<file path="src/rtl/bfly_combine.sv">
// bfly_combine: aligns a with the multiplier result and emits saturating sum/diff per frame
module bfly_combine #(
   parameter int N          = 4,
   parameter int FRAME_LOG2 = 3
) (
   input  logic                  clk,
   input  logic                  rst,
   input  logic                  in_valid,
   input  logic [2**N-1:0]       a,
   input  logic [2**N-1:0]       wb,
   input  logic                  sat_clr,
   output logic                  out_valid,
   output logic [2**N-1:0]       sum,
   output logic [2**N-1:0]       diff,
   output logic [FRAME_LOG2-1:0] frame_idx,
   output logic                  frame_last,
   output logic                  sat_sticky
);
   localparam int W = 2**N;
   logic            d1_v, d2_v;
   logic [W-1:0]    d1_a, d2_a;
   logic [W:0]      add_w, sub_w;
   logic            sat_add, sat_sub, sat_evt;
   logic [W-1:0]    sum_n, diff_n;
   logic [FRAME_LOG2-1:0] cnt;
   // one-bit-wider arithmetic: bit W is the carry of the add and the borrow of the subtract
   always_comb begin
      add_w   = {1'b0, d2_a} + {1'b0, wb};
      sub_w   = {1'b0, d2_a} - {1'b0, wb};
      sat_add = add_w[W];
      sat_sub = sub_w[W];
      sum_n   = sat_add ? '1 : add_w[W-1:0];
      diff_n  = sat_sub ? '0 : sub_w[W-1:0];
      sat_evt = d2_v && (sat_add || sat_sub);
   end
   // free-running two-stage delay so a meets wb from the two-cycle multiplier
   always_ff @(posedge clk) begin
      if (rst) begin
         d1_v <= 1'b0;
         d2_v <= 1'b0;
         d1_a <= '0;
         d2_a <= '0;
      end else begin
         d1_v <= in_valid;
         d2_v <= d1_v;
         d1_a <= a;
         d2_a <= d1_a;
      end
   end
   // output register; data holds across bubbles so only valid results are ever shown
   always_ff @(posedge clk) begin
      if (rst) begin
         out_valid <= 1'b0;
         sum       <= '0;
         diff      <= '0;
      end else begin
         out_valid <= d2_v;
         sum       <= d2_v ? sum_n : sum;
         diff      <= d2_v ? diff_n : diff;
      end
   end
   // cnt is the index the next valid output will carry; it wraps naturally at its width
   always_ff @(posedge clk) begin
      if (rst) begin
         cnt       <= '0;
         frame_idx <= '0;
      end else if (d2_v) begin
         cnt       <= cnt + 1'b1;
         frame_idx <= cnt;
      end
   end
   // sticky flag: a saturation on a valid slot beats a simultaneous clear
   always_ff @(posedge clk) begin
      if (rst) sat_sticky <= 1'b0;
      else     sat_sticky <= sat_evt ? 1'b1 : (sat_clr ? 1'b0 : sat_sticky);
   end
   assign frame_last = out_valid && (&frame_idx);
endmodule

</file>
<file path="config.mk">
export PLATFORM = sky130hd
export DESIGN_NAME = bfly_combine
export DESIGN_NICKNAME = d
export VERILOG_FILES = /design/src/rtl/bfly_combine.sv
export SDC_FILE = /design/constraint.sdc
export NUM_CORES = 1
export LEC_CHECK = 0
export BUFFER_PORTS_ARGS = -buffer_cell sky130_fd_sc_hd__buf_2
export CORE_MARGIN = 2
export CORE_UTILIZATION = 45
export DETAILED_ROUTE_END_ITERATION = 6
export GPL_TIMING_DRIVEN = 0
export HOLD_SLACK_MARGIN = 0.15
export PLACE_DENSITY = 0.63
export SETUP_SLACK_MARGIN = 0.5
export SLEW_MARGIN = 20
export SYNTH_ARGS = -nofsm -noshare
export SYNTH_HDL_FRONTEND = slang
export SYNTH_SLANG_ARGS = --single-unit
</file>
<file path="constraint.sdc">
create_clock -name clk -period 3.7 [get_ports clk]
set_clock_uncertainty 0.1 [all_clocks]
set_input_delay 0.74 -clock clk [delete_from_list [all_inputs] [get_ports clk]]
set_output_delay 0.74 -clock clk [all_outputs]
set_load 0.005 [all_outputs]
</file>
-- After elaboration in Yosys (flattened, before gate mapping)
Index checks and enable logic that the tools add are counted.
W data, S select, Z words.
- output and inout bits: 38
- logic and storage cells: 22
- bits in registers: 74
- add/sub/neg operators: 3
- reduce and logical (&&, ||, !) cells: 5
- multiplexer cells: 4
- operator list (kind ; number):
    $mux W16 ; 2
    $add A16 B16 Y17 ; 1
    $sub A16 B16 Y17 ; 1
    $add A3 B1 Y3 const B ; 1
    $reduce_and A3 Y1 ; 1
    $logic_and A1 B1 Y1 ; 2
    $mux W1 ; 2
    $reduce_bool A2 Y1 ; 1
    $logic_or A1 B1 Y1 ; 1

-- Longest topological paths before layout
Gate-level depths: netlist (run 1).
- word-level depth: 4
- mapped depth: 12
- gate-level depth less buffers: 11

-- Worst setup path before layout (run 1)
No wires, ideal clock.
- path type: input to register
- start point: input wb[11]
- end point: register sum[10]
- slack: 831 ps
- setup time: 142 ps
- arrival time: 2627 ps
- stages: 12
- required time: 3458 ps
- cells stage by stage: inv_1 ha_1 buf_6 nor2b_2 or4_4 a211o_1 o2bb2ai_2 o31a_1 buf_6 and2_4 buf_12 a211oi_2
- cells in the longest elaborated chain, start to end: 2
- RTL lines (what ; RTL line ; source):
    start: declaration ; 10 ; input logic [2**N-1:0] wb,
    $add A16 B16 Y17 ; 28 ; add_w = {1'b0, d2_a} + {1'b0, wb};
    $mux W16 ; 32 ; sum_n = sat_add ? '1 : add_w[W-1:0];
    end signal: assignment ; 58 ; sum <= d2_v ? sum_n : sum;
    end: declaration ; 13 ; output logic [2**N-1:0] sum,
Every way passes these cells.
A chain may end at the register's enable or synchronous reset.

-- Worst setup path in the final report (run 1)
- start point: input wb[0]
- end point: register sum[15]
The elaborated chain is that of the path after synthesis.

==> out/summary.log, run 1 <==
qor: grt.gr-total-overflow 0
qor: synthesis.netlist.top_cell.by_area sky130_fd_sc_hd__dfxtp_1
qor: floorplan.floorplan.die_area 0.00962 mm²
qor: grt.grt_first_pass_wirelength 14.4 mm
qor: final_layout.multi_input_comb_area 0.00223 mm²
qor: routing.route.detailed.wl_per_inst 13.8 µm
qor: final_layout.total_inserted_antenna_cells 0
qor: floorplan.top_level_ports 74
qor: synthesis.ys_top_cells_by_area sky130_fd_sc_hd__dfxtp_1, sky130_fd_sc_hd__ha_1, sky130_fd_sc_hd__nor2b_1
qor: sta.fin_crit 2910 ps
qor: sta.rsz0062_at_grt false
qor: synthesis.synth_common_cells sky130_fd_sc_hd__dfxtp_1, sky130_fd_sc_hd__nor2_1, sky130_fd_sc_hd__nor2b_1, sky130_fd_sc_hd__ha_1, sky130_fd_sc_hd__inv_1
qor: grt.antenna_found_initial 0
qor: synthesis.postSynthCellCount 428
qor: sta.tightestPinTransition 641 ps
qor: synthesis.post-synth-top-area-fraction 0.372
qor: synthesis.most_frequent_cell_after_synthesis sky130_fd_sc_hd__dfxtp_1
qor: sta.timing.max_slew.rel_slack 0.573
qor: routing.vias 3,135
qor: routing.detail-route-antenna-nets 0
qor: clock_tree.clkTransAtPathRegs 70 ps
qor: placed_design.gpl.final_weighted_congestion 0.843
qor: run_status.run_status finished, final reports clean
qor: floorplan.dieWidth 98.1 µm
qor: sta.report.final.slew_viol_count 0
qor: sta.setup_violations 0
qor: hold_path.hold_path.startpoint d1_a[5]
qor: final_layout.layout-area-overhead-vs-synth 18.1%
qor: synthesis.yosysSeqAreaShare 0.372
qor: clock_tree.cts_setup_buffers 0
qor: floorplan.std_cell_rows 34
qor: sta.finalHoldViolations 0
qor: clock_tree.cts_tree done
qor: sta.max_clock_freq 344 MHz
qor: floorplan.chipHeight 98.1 µm
qor: final_layout.drive_above_1_share 0.244
qor: routing.wirelength 8.60 mm
qor: clock_tree.clockRootBuffer sky130_fd_sc_hd__clkbuf_8
qor: synthesis.synthesized_area_fraction_occupied_by_ao_oa_aoi_and_oai_cells 0.201
qor: floorplan.core-area 0.00864 mm²
qor: grt.grt.total_usage 0.184
qor: synthesis.multiplexer_share_of_the_synthesized_area 0.0101
qor: routing.via_per_inst 5.02
qor: clock_tree.post_cts_resized 0
qor: routing.drtIter0Drc 147
qor: synthesis.synth-edff-count 0
qor: sta.fin_crit_sh 0.785
qor: synthesis.mappedNetlistArea 0.00398 mm²
qor: synthesis.post_synthesis_sequential_element_count 74
qor: sta.setup_total_negative_slack 0 ps
qor: synthesis.async_reset_ff_frac 0
qor: synthesis.synth_cell_type_count 55
qor: synthesis.dominant_combinational_cell_family_by_area_after_synthesis compound AO/OA/AOI/OAI gates
qor: clock_tree.clk-insertion-delay-late 350 ps
qor: clock_tree.clock_sinks 74
qor: clock_tree.h-tree-depth 3
qor: synthesis.synth_xor_area_frac 0.0660
qor: pwr.total_power 1840 µW
qor: worst_setup_path.endpoint_kind flop
qor: synthesis.yosys.area_share.simple 0.168
qor: synthesis.yosys.area_share.adder 0.114
qor: synthesis.synth-main-ff-cell sky130_fd_sc_hd__dfxtp_1
qor: worst_setup_path.path_class primary input to flop
qor: final_layout.num-nets-final 583
qor: worst_setup_path.path_max_fanout 10
qor: routing.dr.pass1.iters 4
qor: clock_tree.numCtsBuffers 9
qor: pwr.power_per_cell_area 391 mW/mm²
qor: worst_setup_path.ff2ff_setup_slack 930 ps
qor: floorplan.initial_core_util 0.461
qor: clock_tree.ctsHoldBuffers 0
qor: worst_setup_path.timing.critical_path.from wb[0]
qor: placed_design.place_hpwl 6.75 mm
qor: synthesis.syn-mean-instance-area 9.31 µm²
qor: worst_setup_path.timing.critical_path.arrival 3010 ps
qor: grt.first_global_vias 2,962
qor: synthesis.yosysWarnings 0
qor: job.drv.max_cap_violation_count 0
qor: clock_tree.worst_case_clock_buffer_depth 2
qor: worst_setup_path.worstPathRequired 3800 ps
qor: grt.grt_max_degree 14
qor: placed_design.placement.io_buffers 73
qor: synthesis.synthesis.nets 499
qor: routing.drc_errors 0
qor: worst_setup_path.worstSetupStartpointType primary input
qor: final_layout.fillerInstances 832
qor: hold_path.worst_hold_path_type flop to flop
qor: worst_setup_path.worstReg2RegStart d2_a[0]
qor: final_layout.final-seq-area 0.00148 mm²
qor: pwr.cellLeakagePower 0.00217 µW
qor: pwr.vdd.ir_drop.worst 0.000194 V
[area by class of cell]
class | count | share of cell area
plain buffers | 27 | 0.0343
well taps | 108 | 0.0287
flip-flops and latches | 74 | 0.315
repair buffers | 73 | 0.0777
clock buffers | 10 | 0.0271
inverters | 30 | 0.0239
clock inverters | 6 | 0.0194
multi-input cells | 297 | 0.474
[per-layer routing]
layer	share of wire	global-route usage	routed length (µm)
met5	0	0	0
met4	0.018	0.0662	159
met3	0.045	0.0322	390
met2	0.42	0.270	3610
met1	0.52	0.271	4440
[cell usage in the layout (no fill, tap or decap), types with 3 or more instances in the layout]
cell	netlist	routed
sky130_fd_sc_hd__mux2i_1	4	4
sky130_fd_sc_hd__a22o_1	9	9
sky130_fd_sc_hd__or2_2	3	3
sky130_fd_sc_hd__buf_6	4	4
sky130_fd_sc_hd__clkbuf_8	0	9
sky130_fd_sc_hd__o31a_1	4	4
sky130_fd_sc_hd__buf_2	8	81
sky130_fd_sc_hd__dfxtp_1	74	74
sky130_fd_sc_hd__o21ai_0	6	6
sky130_fd_sc_hd__nand2b_1	6	6
sky130_fd_sc_hd__clkinvlp_4	0	3
sky130_fd_sc_hd__o2bb2ai_1	4	4
sky130_fd_sc_hd__a21oi_1	23	23
sky130_fd_sc_hd__xor2_1	7	7
sky130_fd_sc_hd__nand3_1	3	3
sky130_fd_sc_hd__clkbuf_1	11	12
sky130_fd_sc_hd__inv_1	30	30
sky130_fd_sc_hd__a21o_1	6	6
sky130_fd_sc_hd__xnor2_1	23	23
sky130_fd_sc_hd__nor2_1	48	48
sky130_fd_sc_hd__nand2_1	10	10
sky130_fd_sc_hd__o211ai_1	6	6
sky130_fd_sc_hd__nor2b_1	42	42
sky130_fd_sc_hd__ha_1	33	33
sky130_fd_sc_hd__a211oi_2	9	9
sky130_fd_sc_hd__o21a_1	3	3
sky130_fd_sc_hd__a311oi_1	9	9
[critical path, cell delays in order]
cell                        delay, ps
sky130_fd_sc_hd__buf_2            110
sky130_fd_sc_hd__ha_1             220
sky130_fd_sc_hd__fa_1             410
sky130_fd_sc_hd__nor2b_2          180
sky130_fd_sc_hd__o211ai_1         310
sky130_fd_sc_hd__a31oi_2          210
sky130_fd_sc_hd__o2bb2ai_2        210
sky130_fd_sc_hd__o31a_1           150
sky130_fd_sc_hd__buf_6            140
sky130_fd_sc_hd__and2_4           150
sky130_fd_sc_hd__buf_12           120
sky130_fd_sc_hd__a211oi_2          60
[kinds of logic (layout without fill, tap and decap cells)]
kind of cell / count (synthesis) / in the layout
AO/OA/AOI/OAI: 100 / 100
XOR/XNOR: 30 / 30
adder cells (fa/ha/maj): 35 / 35
buffers and inverters: 57 / 146
flip-flops: 74 / 74
multiplexers: 4 / 4
AND/OR/NAND/NOR: 128 / 128
[power breakdown]
group	internal, µW	switching (µW)
Combinational	137	173
Sequential	826	12.9
Clock	381	308
Total	1340	493
[stage by stage]
step	hold WS [ps]	area [µm²]	setup slack (ps)	cells	util
4_1_cts	337	4700	793	625	0.544
2_1_floorplan	314	3980	831	428	-
3_3_place_gp	319	4480	446	609	0.519
3_5_place_dp	320	4480	418	609	0.519
5_1_grt	356	4700	668	625	0.544
6_report	335	4700	795	625	0.544
[registers in the layout, indices dropped and copies added (netlist names)]
register,flops
d2_v,1
diff,16
frame_idx,3
out_valid,1
sum,16
sat_sticky,1
d1_v,1
d2_a,16
cnt,3
d1_a,16
[final timing paths]
kind	end	depth (start not counted)
setup reg to reg	diff[14]	11
setup / recovery	sum[15]	12
hold / removal	d2_a[5]	1
hold reg to reg	d2_a[5]	1
No activity file was read; power rests on OpenSTA's default activity.
==> inputs of run 2 (changes only) <==
ABC_AREA = 1   (was default)
PLACE_DENSITY = 0.62   (was 0.63)
clock period = 2.9 ns   (was 3.7 ns; I/O delays follow)
==> out/summary.log, run 2 <==
qor: run_status.run_status finished, final reports clean
qor: hold_path.worst_hold_path_type flop to flop
qor: sta.setup_violations 0
qor: floorplan.std_cell_rows 37
qor: floorplan.core-area 0.0103 mm²
qor: clock_tree.clockRootBuffer sky130_fd_sc_hd__clkbuf_8
qor: final_layout.layout-area-overhead-vs-synth 15.8%
qor: sta.fin_crit_sh 0.764
qor: grt.grt.total_usage 0.221
qor: worst_setup_path.worstSetupStartpointType flop
qor: routing.drtIter0Drc 185
qor: routing.route.detailed.wl_per_inst 12.8 µm
qor: floorplan.floorplan.die_area 0.0115 mm²
qor: final_layout.drive_above_1_share 0.217
qor: job.drv.max_cap_violation_count 0
qor: clock_tree.clock_sinks 74
qor: sta.finalHoldViolations 0
qor: clock_tree.clk-insertion-delay-late 360 ps
qor: routing.drc_errors 0
qor: final_layout.final_cell_count_no_fill 923
qor: grt.gr-total-overflow 0
qor: synthesis.synth_common_cells sky130_fd_sc_hd__nand2_1, sky130_fd_sc_hd__inv_1, sky130_fd_sc_hd__nor2_1, sky130_fd_sc_hd__dfxtp_1, sky130_fd_sc_hd__ha_1
qor: synthesis.mappedNetlistArea 0.00479 mm²
qor: clock_tree.h-tree-depth 3
qor: sta.report.final.slew_viol_count 0
qor: worst_setup_path.r2r-end diff[13]
qor: synthesis.yosysWarnings 0
qor: placed_design.place.detailed.instances 907
qor: sta.fin_crit 2220 ps
qor: sta.rsz0062_at_grt false
qor: final_layout.mostFrequentLayoutCell sky130_fd_sc_hd__nand2_1
qor: floorplan.chipHeight 107 µm
qor: routing.vias 4,308
qor: synthesis.netlist.top_cell.by_area sky130_fd_sc_hd__dfxtp_1
qor: synthesis.synth-main-ff-cell sky130_fd_sc_hd__dfxtp_1
qor: worst_setup_path.crit_path_frequent_cell sky130_fd_sc_hd__nand2_4
qor: worst_setup_path.worst_path_dominant_cell_family simple AND/OR/NAND/NOR gates
qor: routing.dr.pass1.iters 5
qor: worst_setup_path.ff2ff_setup_slack 680 ps
qor: grt.antenna_found_initial 0
qor: worst_setup_path.worstReg2RegStart d2_a[0]
qor: clock_tree.numCtsBuffers 9
qor: worst_setup_path.crit_slowest_cell sky130_fd_sc_hd__fa_1
qor: worst_setup_path.endpoint_kind flop
qor: worst_setup_path.path_class flop to flop
qor: placed_design.place_hpwl 9.78 mm
qor: sta.tightestPinTransition 827 ps
qor: placed_design.placement.io_buffers 73
qor: worst_setup_path.worst_r2r_path_depth 15
qor: hold_path.hold_path.startpoint d1_a[2]
qor: sta.max_clock_freq 451 MHz
qor: synthesis.ys_top_cells_by_area sky130_fd_sc_hd__dfxtp_1, sky130_fd_sc_hd__nand2_1, sky130_fd_sc_hd__inv_1
qor: grt.first_global_vias 4,131
qor: worst_setup_path.path_cells inv_1 > ha_1 > inv_1 > fa_1 > nand3_2 > nand3_2 > nand2_2 > nand2_4 > nand2_4 > nand2_4 > nand2_4 > inv_4 > buf_12 > nand2_4 > a21oi_2
qor: grt.grt_first_pass_wirelength 19.5 mm
qor: worst_setup_path.critical-path-max-stage-delay 430 ps
qor: worst_setup_path.worstPathRequired 3010 ps
qor: floorplan.top_level_ports 74
qor: hold_path.hold_path_depth 2
qor: synthesis.most_frequent_cell_after_synthesis sky130_fd_sc_hd__nand2_1
qor: sta.setup_total_negative_slack 0 ps
qor: pwr.vdd.ir_drop.worst 0.000271 V
qor: synthesis.async_reset_ff_frac 0
qor: synthesis.syn-mean-instance-area 6.87 µm²
qor: routing.via_per_inst 4.67
qor: placed_design.gpl.final_weighted_congestion 0.919
qor: synthesis.yosysSeqAreaShare 0.309
qor: clock_tree.ctsHoldBuffers 0
qor: floorplan.dieWidth 107 µm
qor: final_layout.num-nets-final 853
qor: synthesis.synth-edff-count 0
qor: pwr.power_per_cell_area 442 mW/mm²
qor: routing.detail-route-antenna-nets 0
qor: pwr.cellLeakagePower 0.00316 µW
qor: synthesis.post-synth-top-area-fraction 0.309
qor: synthesis.postSynthCellCount 698
qor: worst_setup_path.path_max_fanout 10
qor: worst_setup_path.crit_path_depth 15
qor: final_layout.total_inserted_antenna_cells 0
qor: worst_setup_path.timing.critical_path.arrival 2330 ps
qor: routing.wirelength 11.8 mm
qor: synthesis.synthesis.nets 769
qor: clock_tree.worst_case_clock_buffer_depth 2
qor: floorplan.initial_core_util 0.464
qor: hold_path.whs_endpoint d2_a[2]
qor: clock_tree.cts_tree done
qor: sta.timing.max_slew.rel_slack 0.448
qor: grt.grt_max_degree 13
qor: synthesis.post_synthesis_sequential_element_count 74
qor: clock_tree.clkTransAtPathRegs 80 ps
qor: final_layout.commonest_non_fill_non_tap_cells_in_the_layout sky130_fd_sc_hd__nand2_1, sky130_fd_sc_hd__inv_1, sky130_fd_sc_hd__nor2_1, sky130_fd_sc_hd__dfxtp_1, sky130_fd_sc_hd__buf_2
qor: worst_setup_path.cp.buffers_inverters 4
qor: synthesis.synth_cell_type_count 35
==> run 2: cells by family after synthesis <==
family | share of synthesized area
flip-flops | 0.309
AND/OR/NAND/NOR | 0.328
AO/OA/AOI/OAI | 0.0940
XOR/XNOR | 0.0201
buffers and inverters | 0.154
adder cells (fa/ha/maj) | 0.0945
==> run 2: worst max path at each step <==
stage,startpoint,to
finish,d2_a[0],diff[13]
global route,d2_a[0],sum[15]
CTS,d2_a[0],diff[13]
detailed placement,wb[0],sum[15]
global placement,wb[0],sum[15]
floorplan,wb[0],diff[10]
==> run 2: layout make-up <==
cell class | instances | area, µm²
buffer | 26 | 189
clock buffer | 11 | 141
clock inverter | 5 | 77.6
fill | 1063 | 4770
inverter | 145 | 552
multi-input combinational | 453 | 2570
sequential | 74 | 1480
tap | 136 | 170
timing repair buffer | 73 | 365
==> run 2: routing by layer <==
metal | track usage | routed length (µm) | vias to the layer above | share of wire
met3 | 0.0371 | 498 | 12 | 0.042
li1 | - | - | 2272 | -
met4 | 0.0881 | 215 | 0 | 0.018
met1 | 0.281 | 5590 | 1935 | 0.47
met2 | 0.372 | 5530 | 89 | 0.47
met5 | 0 | 0 | - | 0
==> run 2: worst reg2reg max path, stage by stage, from the launching register on <==
cell	delay, ps
sky130_fd_sc_hd__dfxtp_1	320
sky130_fd_sc_hd__inv_1	50
sky130_fd_sc_hd__ha_1	130
sky130_fd_sc_hd__inv_1	90
sky130_fd_sc_hd__fa_1	430
sky130_fd_sc_hd__nand3_2	90
sky130_fd_sc_hd__nand3_2	130
sky130_fd_sc_hd__nand2_2	130
sky130_fd_sc_hd__nand2_4	60
sky130_fd_sc_hd__nand2_4	60
sky130_fd_sc_hd__nand2_4	80
sky130_fd_sc_hd__nand2_4	90
sky130_fd_sc_hd__inv_4	40
sky130_fd_sc_hd__buf_12	150
sky130_fd_sc_hd__nand2_4	80
sky130_fd_sc_hd__a21oi_2	40
==> run 2: where the power goes <==
part / total (µW) / internal [µW] / leakage [µW] / switching, µW
logic: 494 / 175 / 0.00244 / 319
clock network: 881 / 505 / 0.000109 / 376
registers: 1080 / 1060 / 0.000607 / 18.7
total: 2450 / 1740 / 0.00316 / 714
==> run 2: timing repair <==
| item | CTS | global route |
|---|---|---|
| resized for setup | 0 | 1 |
| buffers inserted | 0 | 0 |
| setup endpoints to repair | 0 | 1 |
==> run 2: through the flow <==
stage	hold slack [ps]	power, µW	worst slack, ps	utilization	instance area (µm²)
after floorplan	288	1450	701	-	4790
after global placement	289	1590	341	0.516	5330
after detailed placement	292	1590	327	0.516	5330
after CTS	289	2490	668	0.537	5550
after global routing	305	2590	513	0.538	5550
final	298	2450	684	0.538	5550
==> inputs of run 3 (changes only) <==
ABC_AREA = 0   (was 1)
PLACE_DENSITY = 0.65   (was 0.62)
clock period = 1.9 ns   (was 2.9 ns; I/O delays follow)
==> out/summary.log, run 3 (synthesis results as in run 1) <==
qor: worst_setup_path.r2r-end diff[14]
qor: pwr.cellLeakagePower 0.00243 µW
qor: pwr.power_report.internal_total 2890 µW
qor: floorplan.floorplan.die_area 0.00962 mm²
qor: final_layout.mostFrequentLayoutCell sky130_fd_sc_hd__buf_2
qor: final_layout.drive_above_1_share 0.361
qor: clock_tree.clock_sinks 74
qor: sta.rsz0062_at_grt true
qor: sta.finalHoldViolations 0
qor: pwr.power_frac_clock 0.388
qor: routing.highest-signal-layer met4
qor: worst_setup_path.worstSetupStartpointType flop
qor: worst_setup_path.cp.buffers_inverters 3
qor: routing.met2_wire_length 4.25 mm
qor: final_layout.commonest_non_fill_non_tap_cells_in_the_layout sky130_fd_sc_hd__buf_2, sky130_fd_sc_hd__dfxtp_1, sky130_fd_sc_hd__nor2_1, sky130_fd_sc_hd__nor2b_1
qor: floorplan.dieWidth 98.1 µm
qor: pwr.combPwrFrac 0.193
qor: placed_design.placement.io_buffers 73
qor: clock_tree.numCtsBuffers 9
qor: pwr.vdd.ir_drop.worst 0.000331 V
qor: floorplan.core-area 0.00864 mm²
qor: routing.dr.pass1.iters 4
qor: worst_setup_path.endpoint_kind flop
qor: run_status.run_status complete, but fails checks
qor: hold_path.hold_path_depth 2
qor: sta.timing.final.ws_setup -636 ps
qor: sta.whs 155 ps
qor: final_layout.layout-area-overhead-vs-synth 35.2%
qor: sta.report.final.slew_viol_count 0
qor: routing.wirelength 9.24 mm
qor: clock_tree.h-tree-depth 3
qor: clock_tree.cts_tree done
qor: worst_setup_path.critical-path-max-stage-delay 400 ps
qor: placed_design.gpl.final_weighted_congestion 0.858
qor: grt.grt.total_usage 0.194
qor: clock_tree.worst_case_clock_buffer_depth 2
qor: worst_setup_path.path_class flop to flop
qor: worst_setup_path.ff2ff_setup_slack -640 ps
qor: grt.first_global_vias 3,138
qor: floorplan.initial_core_util 0.461
qor: pwr.power_per_cell_area 726 mW/mm²
qor: routing.vias 3,303
qor: routing.drtIter0Drc 114
qor: final_layout.final_area 0.00538 mm²
qor: sta.setup_violations 33
qor: run_status.violations negative setup slack
qor: sta.timing.max_slew.rel_slack 0.562
qor: floorplan.std_cell_rows 34
qor: worst_setup_path.worstPathRequired 2050 ps
qor: placed_design.place_area 0.00464 mm²
qor: sta.tightestPinTransition 657 ps
qor: grt.grt_max_degree 14
qor: worst_setup_path.timing.critical_path.arrival 2680 ps
qor: job.drv.max_cap_violation_count 0
qor: hold_path.worst_hold_path_type primary input to flop
qor: final_layout.num-nets-final 618
qor: worst_setup_path.worst_path_dominant_cell_family compound AO/OA/AOI/OAI gates
qor: worst_setup_path.path_max_fanout 5
qor: pwr.seq_power_share 0.419
qor: grt.gr-total-overflow 0
qor: routing.detail-route-antenna-nets 0
qor: grt.antenna_found_initial 0
qor: final_layout.total_inserted_antenna_cells 0
qor: worst_setup_path.crit_path_frequent_cell sky130_fd_sc_hd__inv_2
qor: routing.met1_length 4.44 mm
qor: hold_path.whs_endpoint out_valid
qor: pwr.power_switching_share 0.262
qor: routing.drc_errors 0
qor: clock_tree.clockRootBuffer sky130_fd_sc_hd__clkbuf_8
qor: hold_path.hold_path.startpoint rst
qor: routing.via_per_inst 5.00
qor: sta.fin_crit 2540 ps
qor: worst_setup_path.worst_r2r_path_depth 11
qor: floorplan.top_level_ports 74
qor: pwr.net-switching-power 1020 µW
qor: floorplan.chipHeight 98.1 µm
qor: clock_tree.clk-insertion-delay-late 350 ps
qor: sta.max_clock_freq 394 MHz
qor: placed_design.place_hpwl 6.86 mm
qor: sta.fin_crit_sh 1.33
qor: routing.route.detailed.wl_per_inst 14.0 µm
qor: routing.routed-wl-met3 430 µm
qor: worst_setup_path.worstReg2RegStart d2_a[0]
qor: clock_tree.clkTransAtPathRegs 80 ps
qor: grt.grt_first_pass_wirelength 14.9 mm
qor: worst_setup_path.crit_slowest_cell sky130_fd_sc_hd__a221o_1
qor: worst_setup_path.path_cells inv_2 > ha_4 > inv_2 > fa_2 > a21o_1 > a31oi_4 > o211ai_1 > a221o_1 > and2_4 > buf_6 > a22o_1
==> run 3: cell types whose count changed in the layout (fill, tap and decap cells not counted), moves of 21 or more <==
cell,before,now
sky130_fd_sc_hd__nor2_1,87,47
sky130_fd_sc_hd__nand3_1,27,2
sky130_fd_sc_hd__nand2_1,166,9
sky130_fd_sc_hd__nor2b_1,0,41
sky130_fd_sc_hd__inv_1,135,24
sky130_fd_sc_hd__xnor2_1,2,23
==> run 3: layer usage <==
layer / global-route usage / up-vias
met2: 0.314 / 90
li1: - / 1693
met5: 0 / -
met3: 0.0365 / 10
met1: 0.254 / 1510
met4: 0.0801 / 0
==> run 3: cell type report <==
| type | instances | area, µm² |
|---|---|---|
| sequential | 74 | 1490 |
| buffer | 27 | 216 |
| clock inverter | 6 | 113 |
| tap | 108 | 135 |
| clock buffer | 10 | 138 |
| inverter | 30 | 143 |
| multi-input combinational | 297 | 2460 |
| timing repair buffer | 108 | 682 |
| fill | 715 | 3250 |
==> run 3: what timing repair did <==
action | in CTS | in global routing
hold endpoints to repair | 18 | 0
pin swaps | 8 | 15
setup buffers | 10 | 7
hold buffers | 17 | 0
cloned | 1 | 0
setup endpoints to repair | 57 | 42
resized for setup | 27 | 29
==> run 3: how the worst max path moves through the flow <==
stage	start	to	slack, ps	cells past startpoint
after floorplan	wb[11]	sum[11]	-570	12
final	d2_a[0]	diff[14]	-640	11
after global placement	wb[4]	diff[14]	-890	11
after CTS	d2_a[0]	diff[14]	-640	11
after global routing	d2_a[0]	diff[14]	-720	11
after detailed placement	wb[0]	sum[10]	-880	12
==> run 3: power groups by stage <==
stage | clock [µW] | sequential (µW) | combinational, µW
global placement | 0 | 1670 | 634
global route | 1600 | 1650 | 826
finish | 1520 | 1640 | 754
floorplan | 0 | 1670 | 466
detailed placement | 0 | 1670 | 647
CTS | 1540 | 1640 | 715
==> run 3: per-stage QoR <==
step	total power [µW]	TNS [ps]	std cells	utilization	setup WS, ps
5_1_grt	4070	-20960	660	0.623	-723
6_report	3910	-17660	660	0.623	-636
2_1_floorplan	2140	-13080	428	-	-567
3_5_place_dp	2320	-25590	609	0.537	-884
3_3_place_gp	2300	-25540	609	0.537	-894
4_1_cts	3890	-18380	653	0.605	-637
